===== config.mk =====
export PLATFORM = sky130hd
export DESIGN_NAME = fa_seq_ctrl
export DESIGN_NICKNAME = d
export VERILOG_FILES = /design/src/rtl/fa_seq_ctrl_pkg.sv /design/src/rtl/fa_seq_ctrl_fa4.sv /design/src/rtl/fa_seq_ctrl.sv
export SDC_FILE = /design/constraint.sdc
export NUM_CORES = 1
export LEC_CHECK = 0
export BUFFER_PORTS_ARGS = -buffer_cell sky130_fd_sc_hd__buf_2
export CAP_MARGIN = 20
export CORE_MARGIN = 2
export CORE_UTILIZATION = 55
export CTS_CLUSTER_SIZE = 12
export DETAILED_ROUTE_END_ITERATION = 12
export MAX_ROUTING_LAYER = met4
export PLACE_DENSITY = 0.79
export RECOVER_POWER = 100
export SLEW_MARGIN = 25
export SYNTH_ARGS = -nofsm -noshare
export SYNTH_HDL_FRONTEND = slang
export SYNTH_SLANG_ARGS = --single-unit

===== constraint.sdc =====
create_clock -name clk -period 3.9 [get_ports clk]
set_clock_uncertainty 0.2 [all_clocks]
set_input_delay 0.78 -clock clk [delete_from_list [all_inputs] [get_ports clk]]
set_output_delay 0.78 -clock clk [all_outputs]
set_load 0.02 [all_outputs]

===== src/rtl/fa_seq_ctrl_pkg.sv =====
// Shared definitions for the nibble-serial adder sequencer: FSM encodings,
// slice width and the index-width helper.
package fa_seq_ctrl_pkg;

    localparam int NIB = 4;

    typedef enum logic [1:0] {
        ST_IDLE = 2'd0,
        ST_RUN  = 2'd1,
        ST_DONE = 2'd2
    } state_t;

    // A single-nibble build still needs a 1-bit index.
    function automatic int idx_width(input int n);
        return (n > 1) ? $clog2(n) : 1;
    endfunction

endpackage


===== src/rtl/fa_seq_ctrl_fa4.sv =====
// fa_4bit: 4-bit ripple-carry adder slice shared by the sequencer, one
// full adder per bit.
module fa_4bit (
    input  logic [3:0] a,
    input  logic [3:0] b,
    input  logic       ci,
    output logic [3:0] so,
    output logic       co
);

    logic [4:0] w_c;

    assign w_c[0] = ci;

    generate
        for (genvar gi = 0; gi < 4; gi++) begin : g_bit
            assign so[gi]    = a[gi] ^ b[gi] ^ w_c[gi];
            assign w_c[gi+1] = (a[gi] & b[gi]) | (w_c[gi] & (a[gi] ^ b[gi]));
        end
    endgenerate

    assign co = w_c[4];

endmodule


===== src/rtl/fa_seq_ctrl.sv =====
// fa_seq_ctrl: adds two WIDTH-bit operands one nibble per clock through a
// single fa_4bit slice. Define FA_SEQ_SUB_EN to add the `sub` port (a - b).
module fa_seq_ctrl
    import fa_seq_ctrl_pkg::*;
#(
    parameter int WIDTH = 16
) (
    input  logic             clk,
    input  logic             rst,
    input  logic             start,
`ifdef FA_SEQ_SUB_EN
    input  logic             sub,
`endif
    input  logic [WIDTH-1:0] a,
    input  logic [WIDTH-1:0] b,
    input  logic             ci,
    output logic             busy,
    output logic             done,
    output logic [WIDTH-1:0] sum,
    output logic             co
);

    localparam int N     = WIDTH / NIB;
    localparam int IDX_W = idx_width(N);
    localparam logic [IDX_W-1:0] LAST_IDX = IDX_W'(N - 1);

    state_t           r_state;
    state_t           w_state_next;
    logic [IDX_W-1:0] r_idx;
    logic [WIDTH-1:0] r_a;
    logic [WIDTH-1:0] r_b;
    logic [WIDTH-1:0] r_work;
    logic [WIDTH-1:0] r_sum;
    logic             r_carry;
    logic             r_co;

    logic [NIB-1:0]   w_a_nibs [N];
    logic [NIB-1:0]   w_b_nibs [N];
    logic [NIB-1:0]   w_a_nib;
    logic [NIB-1:0]   w_b_nib;
    logic [NIB-1:0]   w_so;
    logic             w_slice_co;
    logic [WIDTH-1:0] w_work_next;
    logic [WIDTH-1:0] w_b_in;
    logic             w_ci_in;
    logic             w_last;

    // Subtraction is a + ~b + 1, folded into the operand capture.
`ifdef FA_SEQ_SUB_EN
    assign w_b_in  = sub ? ~b : b;
    assign w_ci_in = sub ? 1'b1 : ci;
`else
    assign w_b_in  = b;
    assign w_ci_in = ci;
`endif

    generate
        for (genvar gi = 0; gi < N; gi++) begin : g_nib
            assign w_a_nibs[gi] = r_a[gi*NIB +: NIB];
            assign w_b_nibs[gi] = r_b[gi*NIB +: NIB];
            assign w_work_next[gi*NIB +: NIB] =
                (r_idx == IDX_W'(gi)) ? w_so : r_work[gi*NIB +: NIB];
        end
    endgenerate

    assign w_a_nib = w_a_nibs[r_idx];
    assign w_b_nib = w_b_nibs[r_idx];
    assign w_last  = (r_idx == LAST_IDX);

    fa_4bit u_fa (
        .a  (w_a_nib),
        .b  (w_b_nib),
        .ci (r_carry),
        .so (w_so),
        .co (w_slice_co)
    );

    always_ff @(posedge clk or posedge rst) begin
        if (rst) begin
            r_state <= ST_IDLE;
        end else begin
            r_state <= w_state_next;
        end
    end

    always_comb begin
        w_state_next = r_state;
        case (r_state)
            ST_IDLE: if (start) w_state_next = ST_RUN;
            ST_RUN:  if (w_last) w_state_next = ST_DONE;
            ST_DONE: w_state_next = ST_IDLE;
            default: w_state_next = ST_IDLE;
        endcase
    end

    always_comb begin
        busy = 1'b0;
        done = 1'b0;
        case (r_state)
            ST_RUN:  busy = 1'b1;
            ST_DONE: done = 1'b1;
            default: ;
        endcase
    end

    // The final edge takes the top nibble straight from the slice, so sum
    // and co only ever change when the whole result is ready.
    always_ff @(posedge clk or posedge rst) begin
        if (rst) begin
            r_idx   <= '0;
            r_a     <= '0;
            r_b     <= '0;
            r_work  <= '0;
            r_carry <= 1'b0;
            r_sum   <= '0;
            r_co    <= 1'b0;
        end else begin
            case (r_state)
                ST_IDLE: begin
                    if (start) begin
                        r_a     <= a;
                        r_b     <= w_b_in;
                        r_carry <= w_ci_in;
                        r_idx   <= '0;
                        r_work  <= '0;
                    end
                end
                ST_RUN: begin
                    r_work  <= w_work_next;
                    r_carry <= w_slice_co;
                    if (w_last) begin
                        r_sum <= w_work_next;
                        r_co  <= w_slice_co;
                    end else begin
                        r_idx <= r_idx + 1'b1;
                    end
                end
                default: ;
            endcase
        end
    end

    assign sum = r_sum;
    assign co  = r_co;

endmodule


# Word level (Yosys, flattened, before mapping)
# Cells that the tools add are included.
# word_totals
input_bits,36
word_cells,69
register_bits,70
output_inout_bits,19
# op_classes
n_reduce_logical,8
n_eq_ne,8
magnitude_cmp,1
n_bitwise,21
muxes,22
add_sub_neg,1
# op_table
op,count
$mux 4,8
$pmux 16 s2,1
$bmux 4 s2,2
$mux 16,1
$and 1x1->1,8
$mux 2,4
$pmux 2 s2,2
$reduce_and 2->1,4
$xor 1x1->1,8
$eq 2x2->1 const B,3
$ne 2x2->1 const B,3
$eq 2x1->1 const B,2
$logic_not 2->1,2
$or 1x1->1,4
$ge 3x3->1 const B,1
$mux 1,3
$not 2->3,1
$reduce_and 3->1,1
$add 2x1->2 const B,1
$pmux 1 s2,1
$reduce_bool 2->1,1

# Logic depth before layout (Yosys ltp)
# depth
word_depth,14
ltp_mapped,12
depth_no_buf,11

# Modules after synthesis
# From an unflattened synthesis, not the netlist that was laid out.
# hier_totals
cells_unflattened,256
hier_area_um2,3116.7
# by_module_without_submodules
module,n_inst,area_per_inst_um2,cells_each,seq_area_each_um2
fa_seq_ctrl,1,2999.1,242,1651.6
fa_4bit,1,117.6,14,0.0

# Worst setup path after synthesis
# OpenSTA, ideal clock, no wires.
# synth_path
path_kind,reg2reg
startpoint,register r_idx[0]
endpoint,register r_sum[3] (netlist: sum[3])
setup_ps,83
n_path_buf,1
path_slack_ps,848
t_arrival_ps,2769
t_required_ps,3617
path_stages_with_launch,10
synth_period_minus_slack_ps,3052
cell_sequence,dfrtp_1 > buf_4 > mux4_2 > fa_1 > fa_1 > inv_1 > fa_1 > inv_1 > mux2i_1 > o21ai_0
# synth_between
elab_chain_cells,13
word_cells_on_any_way,25
classes_between,eq/ne: 1; mux: 7; bitwise: 15; reduce/logical: 2
# synth_lines
element,line,source
start: declaration,fa_seq_ctrl.sv:29,logic [IDX_W-1:0] r_idx;
start signal: assignment,fa_seq_ctrl.sv:135,r_idx <= r_idx + 1'b1;
$not 2->3 (not written as such),"fa_seq_ctrl.sv:66, fa_seq_ctrl.sv:67",
$bmux 4 s2 (on tied branches),"fa_seq_ctrl.sv:66, fa_seq_ctrl.sv:67",
$mux 4 (on tied branches) (2 in series),"fa_seq_ctrl.sv:66, fa_seq_ctrl.sv:67",
$xor 1x1->1,fa_seq_ctrl_fa4.sv:18,assign w_c[gi+1] = (a[gi] & b[gi]) | (w_c[gi] & (a[gi] ^ b[gi]));
$and 1x1->1,fa_seq_ctrl_fa4.sv:18,
$or 1x1->1,fa_seq_ctrl_fa4.sv:18,
$and 1x1->1,fa_seq_ctrl_fa4.sv:18,
$or 1x1->1,fa_seq_ctrl_fa4.sv:18,
$and 1x1->1,fa_seq_ctrl_fa4.sv:18,
$or 1x1->1,fa_seq_ctrl_fa4.sv:18,
$xor 1x1->1,fa_seq_ctrl_fa4.sv:17,assign so[gi] = a[gi] ^ b[gi] ^ w_c[gi];
$mux 4,fa_seq_ctrl.sv:62,(r_idx == IDX_W'(gi)) ? w_so : r_work[gi*NIB +: NIB];
end signal: assignment,fa_seq_ctrl.sv:132,r_sum <= w_work_next;
end: declaration,fa_seq_ctrl.sv:33,logic [WIDTH-1:0] r_sum;
# Parallel ways exist; a longest one is shown, timed or not. The select of a mux whose other input is x is not followed.
# A chain may end at the register's enable or synchronous reset.

# Worst setup path in the final report
# layout_path
startpoint,register r_idx[1]
endpoint,register r_sum[3] (netlist: sum[3])
# Same word-level chain as after synthesis.

==> report_table.html <==
<table>
<tr><th>Metric</th><th>Value</th></tr>
<tr><th colspan="2">Critical path</th></tr>
<tr><td>Maximum fanout along the worst path</td><td>13</td></tr>
<tr><td>Critical path endpoint category</td><td>flip-flop</td></tr>
<tr><td>Chain of cells forming the critical path</td><td>mux4_2 &gt; inv_1 &gt; fa_1 &gt; inv_1 &gt; fa_1 &gt; fa_1 &gt; inv_1 &gt; fa_1 &gt; inv_1 &gt; mux2i_1 &gt; o21ai_0</td></tr>
<tr><td>Required time reported for the critical path endpoint</td><td>between 3 and 4 ns</td></tr>
<tr><td>Start of the worst register-to-register path</td><td>r_idx[1]$_DFFE_PP0P_</td></tr>
<tr><td>Critical path's largest stage delay</td><td>approximately 0.65 ns</td></tr>
<tr><td>Reg2reg end</td><td>sum[3]$_DFFE_PP0P_</td></tr>
<tr><td>Largest delay contributor family on the critical path</td><td>adder cells</td></tr>
<tr><td>Arrival time at the worst endpoint</td><td>~3.4 ns</td></tr>
<tr><td>Kind of launch point of the worst setup path</td><td>flip-flop</td></tr>
<tr><td>Kind of critical path</td><td>flip-flop to flip-flop</td></tr>
<tr><td>Total buffers and inverters traversed by the critical path</td><td>4</td></tr>
<tr><td>Number of cells on the worst reg-to-reg path</td><td>11</td></tr>
<tr><td>Setup slack, reg-to-reg</td><td>0.58 ns</td></tr>
<tr><td>CP max-delay cell</td><td>dfrtp_1</td></tr>
<tr><th colspan="2">Clocking</th></tr>
<tr><td>Clock latency at the later pin of the worst-skew pair</td><td>~0.33 ns</td></tr>
<tr><td>CTS Buffer Depth</td><td>2</td></tr>
<tr><td>Resized cells post-CTS</td><td>0</td></tr>
<tr><td>CTS Root Buffer Type</td><td>clkbuf_8</td></tr>
<tr><td>Clock-pin slew reported for the worst setup and hold paths after clock tree synthesis</td><td>around 0.070 ns</td></tr>
<tr><td>Buffers inserted by post-CTS timing repair</td><td>0</td></tr>
<tr><td>H-tree Lvls</td><td>3</td></tr>
<tr><td>Number of buffers created by CTS</td><td>9</td></tr>
<tr><td>Clock tree from TritonCTS</td><td>built</td></tr>
<tr><td>CTS Hold Buffers Added</td><td>0</td></tr>
<tr><td>Clock Sink Count</td><td>66</td></tr>
<tr><th colspan="2">Power and ir drop</th></tr>
<tr><td>Switch share</td><td>approximately two fifths</td></tr>
<tr><td>Worst IR Drop VDD</td><td>0.458 mV</td></tr>
<tr><td>Cell internal power dissipation</td><td>between 2 and 2.5 mW</td></tr>
<tr><td>Comb pwr share</td><td>50.6%</td></tr>
<tr><td>Standby leakage power</td><td>roughly 1.6 nW</td></tr>
<tr><td>Sequential group share of total power</td><td>between 30 and 40%</td></tr>
<tr><td>Total power per unit cell area</td><td>slightly above 1000 nW/um^2</td></tr>
<tr><td>Share of power burned in the clock network</td><td>15.6%</td></tr>
<tr><td>Switching power of the nets</td><td>about 1.5 mW</td></tr>
<tr><th colspan="2">Detailed routing</th></tr>
<tr><td>Routed WL</td><td>6060 um</td></tr>
<tr><td>DRT iter0 DRCs</td><td>roughly 120</td></tr>
<tr><td>Average wire per cell in the routed design</td><td>15.9 um</td></tr>
<tr><td>Total number of vias</td><td>2074</td></tr>
<tr><td>Drt first pass iters</td><td>4</td></tr>
<tr><td>Drc violations</td><td>0</td></tr>
<tr><td>Routed Antenna Nets</td><td>0</td></tr>
<tr><td>Post-detailed-route via-to-cell ratio</td><td>5.46</td></tr>
<tr><th colspan="2">Synthesis</th></tr>
<tr><td>Count of different cell masters after synthesis</td><td>30</td></tr>
<tr><td>Net count after synthesis</td><td>approximately 300</td></tr>
<tr><td>Synthesized flop and latch total</td><td>between 60 and 70</td></tr>
<tr><td>Count of synthesis-stage warnings from yosys</td><td>0</td></tr>
<tr><td>Synthesized area per cell</td><td>12.4 um^2</td></tr>
<tr><td>Post-synthesis instance total</td><td>250</td></tr>
<tr><td>Mapped Area</td><td>around 3100 um^2</td></tr>
<tr><td>Share of synthesized area occupied by flip-flops and latches</td><td>about 53%</td></tr>
<tr><th colspan="2">Timing</th></tr>
<tr><td>Hold Vio Cnt, Final</td><td>0</td></tr>
<tr><td>Worst-case headroom to the max-slew limit</td><td>-13.4%</td></tr>
<tr><td>Upper clock frequency limit</td><td>0.301 GHz</td></tr>
<tr><td>Max-slew violation total from the final report</td><td>34</td></tr>
<tr><td>Measured slew at the worst slew-check pin</td><td>~1.7 ns</td></tr>
<tr><td># setup viols final</td><td>0</td></tr>
<tr><td>Sum of negative setup slack</td><td>0 ns</td></tr>
<tr><td>Setup repair after global routing missed its margin</td><td>no</td></tr>
<tr><td>Period utilization</td><td>85.2%</td></tr>
<tr><td>Min Clock Period, post-route</td><td>about 3.3 ns</td></tr>
<tr><th colspan="2">GRT</th></tr>
<tr><td>Via count of the first global-routing pass</td><td>2209</td></tr>
<tr><td>Largest net degree at the start of global routing</td><td>42</td></tr>
<tr><td>Antenna violations before repair</td><td>0</td></tr>
<tr><td>Global routing usage summed across all routing layers</td><td>roughly 23%</td></tr>
<tr><td>Global-route wire length before repair</td><td>around 10000 um</td></tr>
<tr><td>Total congestion overflow</td><td>0</td></tr>
<tr><th colspan="2">Floorplanning</th></tr>
<tr><td>Number of core rows</td><td>27</td></tr>
<tr><td>Overall die area</td><td>~6300 um^2</td></tr>
<tr><td>Starting Density</td><td>between 50% and 60%</td></tr>
<tr><td>Area inside the core boundary</td><td>approximately 5500 um^2</td></tr>
<tr><td>Die Y</td><td>about 80 um</td></tr>
<tr><td>Die W</td><td>79.2 um</td></tr>
<tr><td>Number of top-level pins</td><td>55</td></tr>
<tr><th colspan="2">Layout</th></tr>
<tr><td>Area overhead of the layout relative to synthesis</td><td>13.8%</td></tr>
<tr><td>Number of antenna cells inserted</td><td>0</td></tr>
<tr><td>Share of layout cells above drive strength 1</td><td>about 29%</td></tr>
<tr><td>Commonest cells after routing, fill and taps aside</td><td>dfrtp_1 (66), buf_2 (35), mux2_2 (30), nand2_1 (25), clkbuf_1 (25)</td></tr>
<tr><td>Layout Utilization</td><td>between 60% and 70%</td></tr>
<tr><td>Total of fill cells in the finished design</td><td>490</td></tr>
<tr><td>Nets@finish</td><td>347</td></tr>
<tr><td>Area used by multi-input combinational logic</td><td>approximately 1300 um^2</td></tr>
<tr><td>Most common library cell in the layout ignoring fill and taps</td><td>dfrtp_1</td></tr>
<tr><td>Area taken by flip-flops and latches</td><td>between 1500 and 2000 um^2</td></tr>
<tr><th colspan="2">Flow run</th></tr>
<tr><td>Max_cap viols</td><td>2</td></tr>
<tr><th colspan="2">Hold path</th></tr>
<tr><td>Worst hold path depth</td><td>2</td></tr>
<tr><td>Hold crit path type</td><td>flip-flop to flip-flop</td></tr>
<tr><td>Min-Delay Startpoint</td><td>sum[9]$_DFFE_PP0P_</td></tr>
<tr><td>Worst-case hold path end point</td><td>sum[9]$_DFFE_PP0P_</td></tr>
<tr><th colspan="2">Outcome</th></tr>
<tr><td>Status</td><td>finished with violations</td></tr>
<tr><td>Violations in the final reports</td><td>max-capacitance violations, max-slew violations</td></tr>
<tr><th colspan="2">Placement</th></tr>
<tr><td>Routability Congestion</td><td>roughly 0.78</td></tr>
<tr><td>Detailed Place HPWL</td><td>4460 um</td></tr>
<tr><td>IO Port Bufs</td><td>54</td></tr>
</table>
==> cell families after synthesis <==
family	after synthesis	synth area share, %
simple gates	47	7.68
buf+inv	37	5.71
flops	66	53.1
fa+ha+maj	8	4.18
mux	46	19.3
compound gates	46	10.1
==> per-layer routing <==
metal	wire length [um]	track usage (%)
met3	307	6.93
met4	145	9.83
met2	3030	36.1
met5	0	-
met1	2570	26.8
==> metrics by stage <==
| step | total power, mW | cells | hold slack [ns] | setup slack (ns) | instance area [um^2] |
|---|---|---|---|---|---|
| 6_report | 3.64 | 380 | 0.279 | 0.576 | 3540 |
| 5_1_grt | 3.94 | 380 | 0.305 | 0.345 | 3540 |
| 4_1_cts | 3.70 | 380 | 0.281 | 0.560 | 3600 |
| 3_5_place_dp | 3.14 | 364 | 0.259 | 0.579 | 3400 |
| 3_3_place_gp | 3.05 | 364 | 0.257 | 0.726 | 3400 |
| 2_1_floorplan | 2.63 | 250 | 0.253 | 0.848 | 3110 |
==> sequential cells by signal (all words and copies together) (netlist names) <==
register,flops
co,1
r_carry,1
r_a,16
r_work,12
r_idx,2
r_b,16
r_state,2
sum,16
==> power groups by stage <==
stage	Clock (mW)	Combinational (mW)	Sequential (mW)
2_1_floorplan	0	1.40	1.23
3_3_place_gp	0	1.82	1.23
3_5_place_dp	0	1.89	1.24
4_1_cts	0.579	1.89	1.23
5_1_grt	0.613	2.05	1.27
6_report	0.569	1.84	1.23
==> how the worst max path moves through the flow <==
stage	from	to	slack (ns)	cells after the start
after floorplan	r_idx[0]$_DFFE_PP0P_	sum[3]$_DFFE_PP0P_	0.85	9
after global placement	r_idx[1]$_DFFE_PP0P_	sum[7]$_DFFE_PP0P_	0.73	11
after detailed placement	r_idx[1]$_DFFE_PP0P_	sum[7]$_DFFE_PP0P_	0.58	11
after CTS	r_idx[1]$_DFFE_PP0P_	sum[7]$_DFFE_PP0P_	0.56	11
after global routing	r_idx[1]$_DFFE_PP0P_	sum[3]$_DFFE_PP0P_	0.34	11
final	r_idx[1]$_DFFE_PP0P_	sum[3]$_DFFE_PP0P_	0.58	11
==> tightest hold or removal path: stages (launching register included) <==
cell	delay, ns
dfrtp_1	0.34
nand2_1	0.05
o21ai_0	0.06
==> area by class of cell <==
class / count / area share (%)
Timing Repair Buffer: 58 / 7.49
Clock buffer: 14 / 4.59
Tap cell: 72 / 2.54
Clock inverter: 2 / 0.989
Multi-Input combinational cell: 147 / 35.5
Sequential cell: 66 / 46.6
Inverter: 21 / 2.23
==> cells in the mapped netlist <==
master	instances	area, um^2
ha_1	4	50.1
nand3b_4	1	20.0
dfrtp_1	66	1650
nor3b_4	1	18.8
clkbuf_1	3	11.3
mux4_2	8	180
mux2_2	30	338
o21ai_0	17	85.1
buf_6	3	33.8
nor2_1	8	30.0
a22o_1	6	52.6
nor2b_1	7	43.8
buf_2	7	35.0
nand2b_1	3	18.8
a22oi_1	1	7.51
o21bai_4	1	18.8
fa_1	4	80.1
nand2_1	25	93.8
a21oi_1	7	35.0
buf_1	1	3.75
o22ai_1	6	37.5
buf_4	2	15.0
a221oi_1	1	8.76
mux2_1	2	22.5
nor3_1	1	5.00
nor4b_1	1	8.76
mux2i_1	6	60.1
inv_1	21	78.8
a21o_1	1	7.51
a221o_1	6	60.1
Power figures use the tool's default switching activity.
